**config.mk**
```make
export PLATFORM = sky130hd
export DESIGN_NAME = inst_fetch_flat
export DESIGN_NICKNAME = d
export VERILOG_FILES = /design/src/rtl/inst_fetch_if.sv /design/src/rtl/inst_fetch.sv /design/src/flat_wrapper.sv
export SDC_FILE = /design/constraint.sdc
export NUM_CORES = 1
export LEC_CHECK = 0
export BUFFER_PORTS_ARGS = -buffer_cell sky130_fd_sc_hd__buf_2
export CORE_MARGIN = 2
export CORE_UTILIZATION = 33
export CTS_CLUSTER_DIAMETER = 30
export DETAILED_ROUTE_END_ITERATION = 10
export GPL_TIMING_DRIVEN = 0
export PLACE_DENSITY_LB_ADDON = 0.2
export SLEW_MARGIN = 10
export SYNTH_ARGS = -nofsm -noshare
export SYNTH_HDL_FRONTEND = slang
export SYNTH_SLANG_ARGS = --single-unit
```
**constraint.sdc**
```tcl
create_clock -name clk -period 4.52 [get_ports clk]
set_input_delay 0.678 -clock clk [delete_from_list [all_inputs] [get_ports clk]]
set_output_delay 0.678 -clock clk [all_outputs]
set_load 0.005 [all_outputs]
```
**src/rtl/inst_fetch_if.sv**
```systemverilog
// inst_fetch_if: bus bundle between the fetch stage, the instruction ROM,
// the redirect sources (branch/jump/exception) and the decode stage.
//   rom_addr        fetch address (fetch -> ROM)
//   rom_data        instruction word for rom_addr, same cycle (ROM -> fetch)
//   rom_accessable  ROM hit flag for rom_addr, same cycle (ROM -> fetch)
//   redirect_valid  load redirect_pc and flush the stage
//   redirect_pc     new fetch address
//   id_ready        decode accepts id_* this cycle
//   id_valid        id_* holds a valid instruction
//   id_inst         fetched instruction
//   id_pc           address of id_inst
//   id_pc_plus4     id_pc + 4, modulo 2^32
// master = fetch stage, slave = its environment.
interface inst_fetch_if;
    logic [31:0] rom_addr;
    logic [31:0] rom_data;
    logic        rom_accessable;
    logic        redirect_valid;
    logic [31:0] redirect_pc;
    logic        id_ready;
    logic        id_valid;
    logic [31:0] id_inst;
    logic [31:0] id_pc;
    logic [31:0] id_pc_plus4;

    modport master (
        output rom_addr,
        input  rom_data,
        input  rom_accessable,
        input  redirect_valid,
        input  redirect_pc,
        input  id_ready,
        output id_valid,
        output id_inst,
        output id_pc,
        output id_pc_plus4
    );

    modport slave (
        input  rom_addr,
        output rom_data,
        output rom_accessable,
        output redirect_valid,
        output redirect_pc,
        output id_ready,
        input  id_valid,
        input  id_inst,
        input  id_pc,
        input  id_pc_plus4
    );
endinterface

```
**src/rtl/inst_fetch.sv**
```systemverilog
// inst_fetch: instruction fetch stage. Owns the PC, reads the combinational
// instruction ROM and registers each word into a single-entry IF/ID register
// with a valid/ready handshake to decode. Parks in FAULT when the ROM reports
// the PC as not accessible; only a redirect or reset leaves FAULT.
// Ports:
//   clk          system clock, rising edge
//   reset        asynchronous, active-low reset
//   bus          inst_fetch_if.master (ROM, redirect and IF/ID handshake)
//   fault        high while in FAULT
//   fault_pc     PC that returned not accessible (held until next fault)
//   fetch_count  number of instructions accepted by decode, wraps
//
// state | meaning
// ------+---------------------------------------------------------------
// RUN   | fetching; one word per cycle whenever the IF/ID register is free
// FAULT | ROM refused the PC; PC frozen, id_valid low, waiting for redirect
module inst_fetch #(
    parameter logic [31:0] RESET_PC = 32'h0000_0000
) (
    input  logic               clk,
    input  logic               reset,
    inst_fetch_if.master       bus,
    output logic               fault,
    output logic [31:0]        fault_pc,
    output logic [31:0]        fetch_count
);

    typedef enum logic {
        RUN   = 1'b0,
        FAULT = 1'b1
    } state_t;

    state_t      state;
    logic [31:0] pc;
    logic        load_ok;

    assign bus.rom_addr = pc;

    // The output register is free, or is being emptied by decode this cycle.
    assign load_ok = !bus.id_valid || bus.id_ready;

    always_ff @(posedge clk or negedge reset) begin
        if (!reset) begin
            state           <= RUN;
            pc              <= RESET_PC;
            bus.id_valid    <= 1'b0;
            bus.id_inst     <= 32'h0;
            bus.id_pc       <= 32'h0;
            bus.id_pc_plus4 <= 32'h0;
            fault           <= 1'b0;
            fault_pc        <= 32'h0;
            fetch_count     <= 32'h0;
        end else begin
            // A flushed instruction never counts as delivered.
            if (bus.id_valid && bus.id_ready && !bus.redirect_valid) begin
                fetch_count <= fetch_count + 32'd1;
            end

            if (bus.redirect_valid) begin
                pc           <= bus.redirect_pc;
                bus.id_valid <= 1'b0;
                state        <= RUN;
                fault        <= 1'b0;
            end else begin
                case (state)
                    RUN: begin
                        if (load_ok) begin
                            if (bus.rom_accessable) begin
                                bus.id_inst     <= bus.rom_data;
                                bus.id_pc       <= pc;
                                bus.id_pc_plus4 <= pc + 32'd4;
                                bus.id_valid    <= 1'b1;
                                pc              <= pc + 32'd4;
                            end else begin
                                state        <= FAULT;
                                fault        <= 1'b1;
                                fault_pc     <= pc;
                                bus.id_valid <= 1'b0;
                            end
                        end
                        // !load_ok: decode is stalling, everything holds; a bad
                        // PC is only reported once it would actually be loaded.
                    end
                    FAULT: begin
                        bus.id_valid <= 1'b0;
                    end
                    default: begin
                        state        <= RUN;
                        fault        <= 1'b0;
                        bus.id_valid <= 1'b0;
                    end
                endcase
            end
        end
    end

endmodule

```
**src/flat_wrapper.sv**
```systemverilog
// flat-port wrapper written by rule: the top's interface ports become plain ports
module inst_fetch_flat 
#(
    parameter logic [31:0] RESET_PC = 32'h0000_0000
)
  (clk, reset, fault, fault_pc, fetch_count, bus_rom_addr, bus_rom_data, bus_rom_accessable, bus_redirect_valid, bus_redirect_pc, bus_id_ready, bus_id_valid, bus_id_inst, bus_id_pc, bus_id_pc_plus4);
  inst_fetch_if bus_i ();
  input  logic clk;
  input  logic reset;
  output logic fault;
  output logic [31:0] fault_pc;
  output logic [31:0] fetch_count;
  output wire logic [$bits(bus_i.rom_addr)-1:0] bus_rom_addr;
  input wire logic [$bits(bus_i.rom_data)-1:0] bus_rom_data;
  input wire logic [$bits(bus_i.rom_accessable)-1:0] bus_rom_accessable;
  input wire logic [$bits(bus_i.redirect_valid)-1:0] bus_redirect_valid;
  input wire logic [$bits(bus_i.redirect_pc)-1:0] bus_redirect_pc;
  input wire logic [$bits(bus_i.id_ready)-1:0] bus_id_ready;
  output wire logic [$bits(bus_i.id_valid)-1:0] bus_id_valid;
  output wire logic [$bits(bus_i.id_inst)-1:0] bus_id_inst;
  output wire logic [$bits(bus_i.id_pc)-1:0] bus_id_pc;
  output wire logic [$bits(bus_i.id_pc_plus4)-1:0] bus_id_pc_plus4;
  assign bus_rom_addr = bus_i.rom_addr;
  assign bus_i.rom_data = bus_rom_data;
  assign bus_i.rom_accessable = bus_rom_accessable;
  assign bus_i.redirect_valid = bus_redirect_valid;
  assign bus_i.redirect_pc = bus_redirect_pc;
  assign bus_i.id_ready = bus_id_ready;
  assign bus_id_valid = bus_i.id_valid;
  assign bus_id_inst = bus_i.id_inst;
  assign bus_id_pc = bus_i.id_pc;
  assign bus_id_pc_plus4 = bus_i.id_pc_plus4;
  inst_fetch #(.RESET_PC(RESET_PC)) u_core (.clk(clk), .reset(reset), .bus(bus_i), .fault(fault), .fault_pc(fault_pc), .fetch_count(fetch_count));
endmodule
```
==> results.json, run 1 <==
{
  "status": "finished clean",
  "syn_avg_cell_area_sq_um": 10.18,
  "maxCapViolCount": 0,
  "avgRoutedWirePerCell_um": 17.07,
  "syn2layout_area_growth_pct": 28.19,
  "synth-edff-count": 0,
  "die_w_um": 163.2,
  "min_path_type": "input port to asynchronous set/reset pin",
  "cts_tree": "built",
  "grt_pass1_vias": 6578,
  "slew_viol_final": 0,
  "hold_violations": 0,
  "first_pass_iters": 4,
  "cts_root_buffer": "clkbuf_16",
  "post_synth_num_cell_types": 49,
  "numCtsBuffers": 17,
  "synth_cells": 822,
  "powerDensity_nw_per_um2": 428.2,
  "gp_congestion": 0.7709,
  "clk-insertion-delay-late_ns": 0.44,
  "rows": 58,
  "ys_ff_latch": 193,
  "post_cts_buffers": 0,
  "arrival_ns": 3.02,
  "place_inst": 1414,
  "vias": 6843,
  "setup_viol": 0,
  "dieArea_sq_um": 26640,
  "syn_area_sq_um": 8366,
  "final.setup.tns_ns": 0,
  "ys_seq_area_share_pct": 57.73,
  "fin_nets": 1174,
  "critical_path_class": "register to register",
  "clock_path_buffers": 2,
  "synth_nets": 893,
  "fin_cells": 1447,
  "clk_pin_slew_worst_paths_ns": 0.08,
  "io_pins": 263,
  "yosys_warnings": 0,
  "slew_headroom_pct": 27.86,
  "vias_per_cell": 4.729,
  "initial_core_util_pct": 33.41,
  "start_kind": "register",
  "dp_hpwl_mm": 17.77,
  "fp.dieH_um": 163.2,
  "synth_ff_type": "dfrtp_1",
  "worst_pin_slew_ns": 1.073,
  "rsz0062_at_grt": "no",
  "grt_pass1_wl_mm": 38.23,
  "drive_gt1_share_pct": 32.17,
  "fmax_ghz": 0.3708,
  "fill_cells": 2529,
  "finalCritPeriodShare_pct": 59.67,
  "cp_max_fo": 10,
  "cts_hold_buffers": 0,
  "drtAntennaViolNets": 0,
  "core_sq_um": 25040,
  "grt_util_all_layers_pct": 18.82,
  "period_needed_ns": 2.697,
  "gr-total-overflow": 0,
  "cts_sinks": 193,
  "io_buffers": 261,
  "vdd_ir_drop_max_uv": 220.7,
  "required_ns": 4.84,
  "h-tree-depth": 4,
  "dr.first_iter.drc_count": 443,
  "async_flop_share_pct": 100.0,
  "routed_wl_mm": 24.71,
  "cts_resized": 0,
  "end_kind": "register",
  "p_leak_uw": 0.005459,
  "fin_skew_ns": 0.01560,
  "grt_max_degree": 104,
  "antenna_found_initial": 2,
  "post-route-drc-count": 0
}
[final timing paths]
kind	start	end	slack, ns	depth (start not counted)
setup / recovery	u_core.bus.id_valid	u_core.fault_pc[27]	1.82	4
hold / removal	reset	u_core.bus.id_pc[20]	0.24	1
setup reg to reg	u_core.bus.id_valid	u_core.fault_pc[27]	1.82	4
hold reg to reg	u_core.bus.id_pc_plus4[18]	u_core.bus.id_pc_plus4[18]	0.47	2
max in group asynchronous	reset	u_core.fault	3.34	2
min in group clk	bus_rom_data[22]	u_core.bus.id_inst[22]	0.42	3
[sequential cells by signal (all words and copies together) (netlist names)]
| name | count |
|---|---|
| u_core.fault | 1 |
| u_core.fetch_count | 32 |
| u_core.fault_pc | 32 |
| u_core.bus.id_pc | 30 |
| u_core.bus.id_inst | 32 |
| u_core.bus.id_valid | 1 |
| u_core.state | 1 |
| u_core.bus.rom_addr | 32 |
| u_core.bus.id_pc_plus4 | 32 |
[cell families (layout without fill, tap and decap cells)]
family	Yosys count	count (layout)	synth area share [%]
adder cells (fa/ha/maj)	2	2	0.2991
other	0	1	0
AND/OR/NAND/NOR	410	410	22.39
flip-flops	193	193	57.73
multiplexers	34	34	4.577
buffers and inverters	51	345	3.186
AO/OA/AOI/OAI	64	64	4.697
XOR/XNOR	68	68	7.119
[worst max-delay path, stage by stage (launching register included)]
cell	delay, ns
dfrtp_1	0.44
nor2b_1	0.19
nor4_2	0.81
clkbuf_1	0.73
mux2_2	0.42
[per-stage QoR]
step	total power (uW)	instance area (sq um)	hold WS [ns]	utilization, %	setup slack (ns)
finish	4592	10720	0.2419	42.83	1.823
global route	4859	10720	0.2975	42.83	1.715
CTS	4665	10720	0.2867	42.82	1.878
detailed placement	3102	10120	0.4568	40.43	1.487
global placement	3084	10080	0.4538	40.28	-0.7154
floorplan	2590	8366	0.3824	-	2.351
[power by group]
group	internal (uW)	leakage [uW]	switching (uW)	total, uW
sequential	2000	0.00244	183	2190
clock	791	0.000287	753	1540
combinational	409	0.00273	451	860
total	3200	0.00546	1390	4590
[routing by layer]
metal	GRT usage, %	vias up	share of wire (%)
met1	25.60	3308	46
met4	5.430	2	1.5
li1	-	3301	-
met5	0	-	0.053
met2	29.34	201	46
met3	5.282	31	6.8
[layout by cell type (no fill, tap or decap), types with 5 or more instances in the layout]
master     instances
and3_1            12
buf_2            262
buf_4              7
clkbuf_1          33
clkbuf_16         17
dfrtp_1          193
inv_6              5
mux2_2            34
nand2_1          286
nand3_1           37
nand4_1           19
nor2_1            17
nor3_1             7
o211ai_1          12
o21ai_0           39
or3_1              7
xnor2_1           34
xor2_1            34
[area by class of cell]
cell class	count	area [sq um]	area share, %
sequential	193	4830	45.04
multi-input combinational	578	3269	30.49
timing repair buffer	262	1344	12.53
clock buffer	17	425.4	3.967
tap	330	412.9	3.850
buffer	49	259.0	2.415
clock inverter	15	173.9	1.622
inverter	2	7.507	0.07000
antenna	1	2.502	0.02333
[Yosys cell counts, drive strengths merged (3+ instances only)]
cell / instances / area, sq um
o311ai: 3 / 26.28
nand2: 286 / 1074
mux2: 34 / 382.9
nor4: 6 / 95.09
nor2: 17 / 63.81
and3: 12 / 75.07
dfrtp: 193 / 4830
buf: 12 / 88.83
o211ai: 12 / 90.09
o21ai: 39 / 195.2
clkbuf: 37 / 170.2
nor3: 7 / 35.03
and2: 3 / 20.02
nand4: 20 / 140.1
nand3: 39 / 220.2
xor2: 34 / 297.8
xnor2: 34 / 297.8
or3: 7 / 43.79
and4: 4 / 37.54
No activity file was read; power rests on OpenSTA's default activity.
==> run 2, diff against run 1 <==
==> constraint.sdc (replaced) <==
create_clock -name clk -period 2.2 [get_ports clk]
set_input_delay 0.33 -clock clk [delete_from_list [all_inputs] [get_ports clk]]
set_output_delay 0.33 -clock clk [all_outputs]
set_load 0.005 [all_outputs]
==> run 2 against run 1 <==
Clock power rose by 110%. Final area up 1.3%. Clock skew is 0.00051 ns lower. Power increased by 110%. Utilization up 0.56 points. Largest cell class unchanged. Largest power group unchanged. Via count barely moved. Sequential power increased by 110%. First-iteration DRC count down 14%. Setup slack worse by 1.7 ns. Critical path type unchanged.
==> results.json, run 2 (synthesis results as in run 1) <==
{
  "initial_core_util_pct": 33.41,
  "grt_pass1_wl_mm": 38.45,
  "critical_path_class": "register to register",
  "dp_hpwl_mm": 17.77,
  "drive_gt1_share_pct": 34.64,
  "cts_sinks": 193,
  "rows": 58,
  "cp_max_fo": 10,
  "start_kind": "register",
  "syn2layout_area_growth_pct": 29.88,
  "die_w_um": 163.2,
  "maxCapViolCount": 0,
  "finalCritPeriodShare_pct": 95.87,
  "vias_per_cell": 4.709,
  "cts_root_buffer": "clkbuf_16",
  "arrival_ns": 2.43,
  "io_pins": 263,
  "dieArea_sq_um": 26640,
  "p_sw_uw": 2856,
  "placed_cell_area_sq_um": 10120,
  "post-route-drc-count": 0,
  "clk-insertion-delay-late_ns": 0.44,
  "whs_path_depth": 3,
  "required_ns": 2.52,
  "p_clk_share_pct": 33.5,
  "antenna_found_initial": 2,
  "gr-total-overflow": 0,
  "grt_max_degree": 104,
  "core_sq_um": 25040,
  "fp.dieH_um": 163.2,
  "vdd_ir_drop_max_uv": 452.9,
  "p_seq_share_pct": 47.6,
  "period_needed_ns": 2.109,
  "final_common_cell": "nand2_1",
  "avgRoutedWirePerCell_um": 17.08,
  "fin_area_sq_um": 10870,
  "clk_pin_slew_worst_paths_ns": 0.08,
  "numCtsBuffers": 17,
  "final.setup.tns_ns": 0,
  "intPower_uw": 6607,
  "slew_viol_final": 0,
  "switching_share_pct": 30.18,
  "fmax_ghz": 0.4741,
  "cts_tree": "built",
  "powerDensity_nw_per_um2": 871.0,
  "status": "finished clean",
  "end_kind": "register",
  "io_buffers": 261,
  "p_leak_uw": 0.005574,
  "drtAntennaViolNets": 0,
  "clock_path_buffers": 2,
  "hold_violations": 0,
  "reg2regPathDepth": 4,
  "setup_viol": 0,
  "final_core_util_pct": 43.40,
  "routed_wl_mm": 24.83,
  "dr.first_iter.drc_count": 382,
  "fin_nets": 1181,
  "vias": 6847,
  "grt_pass1_vias": 6604,
  "worst_pin_slew_ns": 0.7797,
  "first_pass_iters": 4,
  "fin_skew_ns": 0.01509,
  "gp_congestion": 0.7709,
  "h-tree-depth": 4,
  "slew_headroom_pct": 48.02,
  "combPwrFrac_pct": 18.9,
  "min_path_type": "input port to register",
  "layout_common_cells": "nand2_1, buf_2, dfrtp_1, o21ai_0, nand3_1",
  "grt_util_all_layers_pct": 18.93
}
## run 2: cell types whose count changed in the layout (fill, tap and decap cells not counted), sizes merged
| cell | delta |
|---|---|
| dlygate4sd3 | +1 |
| clkbuf | -2 |
| buf | +8 |
## run 2: worst paths after layout
kind | from | slack, ns | end
setup / recovery | u_core.bus.id_valid | 0.09 | u_core.fault_pc[27]
hold / removal | bus_rom_data[22] | 0.08 | u_core.bus.id_inst[22]
setup reg to reg | u_core.bus.id_valid | 0.09 | u_core.fault_pc[27]
hold reg to reg | u_core.bus.id_pc_plus4[18] | 0.47 | u_core.bus.id_pc_plus4[18]
max in group asynchronous | reset | 0.75 | u_core.fault
min in group asynchronous | reset | 0.51 | u_core.bus.id_pc[20]
## run 2: per-stage QoR
stage / hold WS (ns) / instances / setup WS [ns] / total power [uW]
after floorplan: 0.03441 / 822 / 0.2939 / 5321
after global placement: 0.4538 / 1413 / -2.687 / 6336
after detailed placement: 0.4112 / 1414 / -0.4847 / 6373
after CTS: 0.06244 / 1452 / 0.04020 / 9597
after global routing: 0.06639 / 1454 / -0.009710 / 10020
final: 0.07984 / 1454 / 0.09094 / 9463
## run 2: layout make-up
cell class,count,area (sq um)
repair buffers,270,1419
fillers,2519,14170
multi-input cells,578,3311
flip-flops and latches,193,4832
clock buffers,17,425.4
diodes,1,2.502
well taps,330,412.9
clock inverters,15,173.9
plain buffers,48,281.5
inverters,2,7.507
## run 2: repair_timing
item                                    in CTS  in global routing
hold endpoints to repair                    90                  0
hold buffers                                 1                  0
gates resized for setup                     16                 20
endpoints found under the setup margin     147                 76
cloned                                       0                  0
buffers inserted                             5                  2
pin swaps                                    3                  1
## run 2: layer usage
| metal | vias up | track usage (%) | routed length, um |
|---|---|---|---|
| li1 | 3322 | - | - |
| met1 | 3290 | 25.63 | 11340 |
| met2 | 202 | 29.59 | 11410 |
| met3 | 31 | 5.358 | 1669 |
| met4 | 2 | 5.471 | 391 |
| met5 | - | 0 | 13 |
## run 2: power by group through the flow
stage,registers [uW],logic [uW],clock network [uW]
final,4500,1790,3170
after global routing,4590,2020,3400
after CTS,4500,1830,3270
after detailed placement,4560,1810,0
after global placement,4550,1790,0
after floorplan,4580,736,0
## run 2: critical path, cell delays in order, from the launching register on
cell	delay [ns]
dfrtp_1	0.44
nor2b_1	0.22
nor4_4	0.50
buf_2	0.46
mux2_2	0.38
==> run 3, diff against run 2 <==
--- a/config.mk
+++ b/config.mk
@@ -7,7 +7,7 @@
 export LEC_CHECK = 0
 export BUFFER_PORTS_ARGS = -buffer_cell sky130_fd_sc_hd__buf_2
 export CORE_MARGIN = 2
-export CORE_UTILIZATION = 33
+export CORE_UTILIZATION = 46
 export CTS_CLUSTER_DIAMETER = 30
 export DETAILED_ROUTE_END_ITERATION = 10
 export GPL_TIMING_DRIVEN = 0
==> run 3 against run 2 <==
Hold slack worse by 0.0011 ns. Clock power hardly changed. Combinational power is 2% lower. Setup slack better by 0.049 ns. Global-route usage is 5.2 points higher. Critical path type unchanged. Critical endpoint is now u_core.bus.rom_addr[31].
==> results.json, run 3 (synthesis results as in run 1) <==
{
  "period_needed_ns": 2.061,
  "fmax_ghz": 0.4853,
  "avgRoutedWirePerCell_um": 17.04,
  "diodes": 0,
  "routed_wl_mm": 23.00,
  "vias_per_cell": 5.089,
  "cts_tree": "built",
  "fin_area_sq_um": 10690,
  "clock_path_buffers": 2,
  "placed_cell_area_sq_um": 9996,
  "post-place-ws_ns": -0.3854,
  "grt_pass1_wl_mm": 36.99,
  "io_buffers": 261,
  "fin_skew_ns": 0.008819,
  "numCtsBuffers": 17,
  "initial_core_util_pct": 46.73,
  "grt_util_all_layers_pct": 24.18,
  "drive_gt1_share_pct": 34.34,
  "min_path_type": "input port to register",
  "cts_sinks": 193,
  "fp.dieH_um": 138.9,
  "regArea_sq_um": 4832,
  "cp_max_fo": 9,
  "fin_nets": 1180,
  "slew_headroom_pct": 51.79,
  "drtAntennaViolNets": 0,
  "grt_max_degree": 105,
  "dieArea_sq_um": 19280,
  "start_kind": "register",
  "layout_common_cells": "nand2_1, buf_2, dfrtp_1, o21ai_0, nand3_1",
  "arrival_ns": 2.43,
  "place_inst": 1313,
  "clk-insertion-delay-late_ns": 0.43,
  "maxCapViolCount": 0,
  "slew_viol_final": 0,
  "die_w_um": 138.9,
  "cts_root_buffer": "clkbuf_16",
  "clk_pin_slew_worst_paths_ns": 0.07,
  "dr.first_iter.drc_count": 419,
  "antenna_found_initial": 2,
  "fin_cells": 1350,
  "multiInputGateArea_sq_um": 3286,
  "dp_hpwl_mm": 16.52,
  "powerDensity_nw_per_um2": 881.5,
  "hold_violations": 0,
  "gp_congestion": 0.7910,
  "post-route-drc-count": 0,
  "fin_hold_ws_ns": 0.07876,
  "setup_viol": 0,
  "p_leak_uw": 0.005539,
  "end_kind": "register",
  "finalCritPeriodShare_pct": 93.66,
  "grt_pass1_vias": 6897,
  "status": "finished clean",
  "gr-total-overflow": 0,
  "io_pins": 263,
  "first_pass_iters": 5,
  "final_common_cell": "nand2_1",
  "final.setup.tns_ns": 0,
  "rows": 49,
  "vdd_ir_drop_max_uv": 585.3,
  "core_sq_um": 17900,
  "critical_path_class": "register to register",
  "h-tree-depth": 4,
  "fill_cells": 1600,
  "syn2layout_area_growth_pct": 27.74,
  "required_ns": 2.57,
  "layout_setup_ws_ns": 0.1395,
  "worst_pin_slew_ns": 0.7231,
  "vias": 6870,
  "rsz0062_at_grt": "no"
}
[run 3: worst paths after layout]
check,start,endpoint,slack [ns],cells after the start
max,u_core.bus.rom_addr[18],u_core.bus.rom_addr[31],0.14,6
min,bus_rom_data[12],u_core.bus.id_inst[12],0.08,3
max reg2reg,u_core.bus.rom_addr[18],u_core.bus.rom_addr[31],0.14,6
min reg2reg,u_core.bus.id_inst[12],u_core.bus.id_inst[12],0.47,2
max in group asynchronous,reset,u_core.bus.id_pc_plus4[31],0.78,3
min in group asynchronous,reset,u_core.fetch_count[5],0.47,2
[run 3: where the power goes]
| part | total, uW | switching (uW) | internal (uW) |
|---|---|---|---|
| combinational | 1750 | 902 | 848 |
| clock | 3150 | 1420 | 1730 |
| sequential | 4520 | 400 | 4120 |
| total | 9420 | 2720 | 6700 |
[run 3: critical path, cell delays in order (launching register included)]
cell,delay (ns)
dfrtp_1,0.33
clkbuf_1,0.37
and4_2,0.34
and2_2,0.23
nand3_4,0.12
or4_1,0.50
nand3_1,0.10
[run 3: per-stage QoR]
step                power (uW)  utilization (%)
floorplan                 5321                -
global placement          6294            55.63
finish                    9420            59.69
detailed placement        6349            55.84
CTS                       9513            59.61
global route              9926            59.69
[run 3: repair_timing]
action / 4_1_cts / 5_1_grt
resized for setup: 12 / 20
pin swaps: 3 / 0
hold endpoints to repair: 89 / 0
hold buffers: 1 / 0
endpoints found under the setup margin: 134 / 77
setup buffers: 5 / 0
[run 3: cell type report]
class / instances / share of cell area (%)
Clock inverter: 13 / 1.405
Inverter: 2 / 0.07025
Tap cell: 229 / 2.681
Timing Repair Buffer: 268 / 13.14
Sequential cell: 193 / 45.22
Clock buffer: 18 / 4.110
Multi-Input combinational cell: 578 / 30.75
Buffer: 49 / 2.634
[run 3: per-layer routing]
metal  share of wire, %  up-vias  track usage, %
met3                6.5       27           6.112
li1                   -     3308               -
met2                 48      212           39.59
met1                 44     3319           32.20
met5               0.12        -               0
met4                1.6        4           6.858
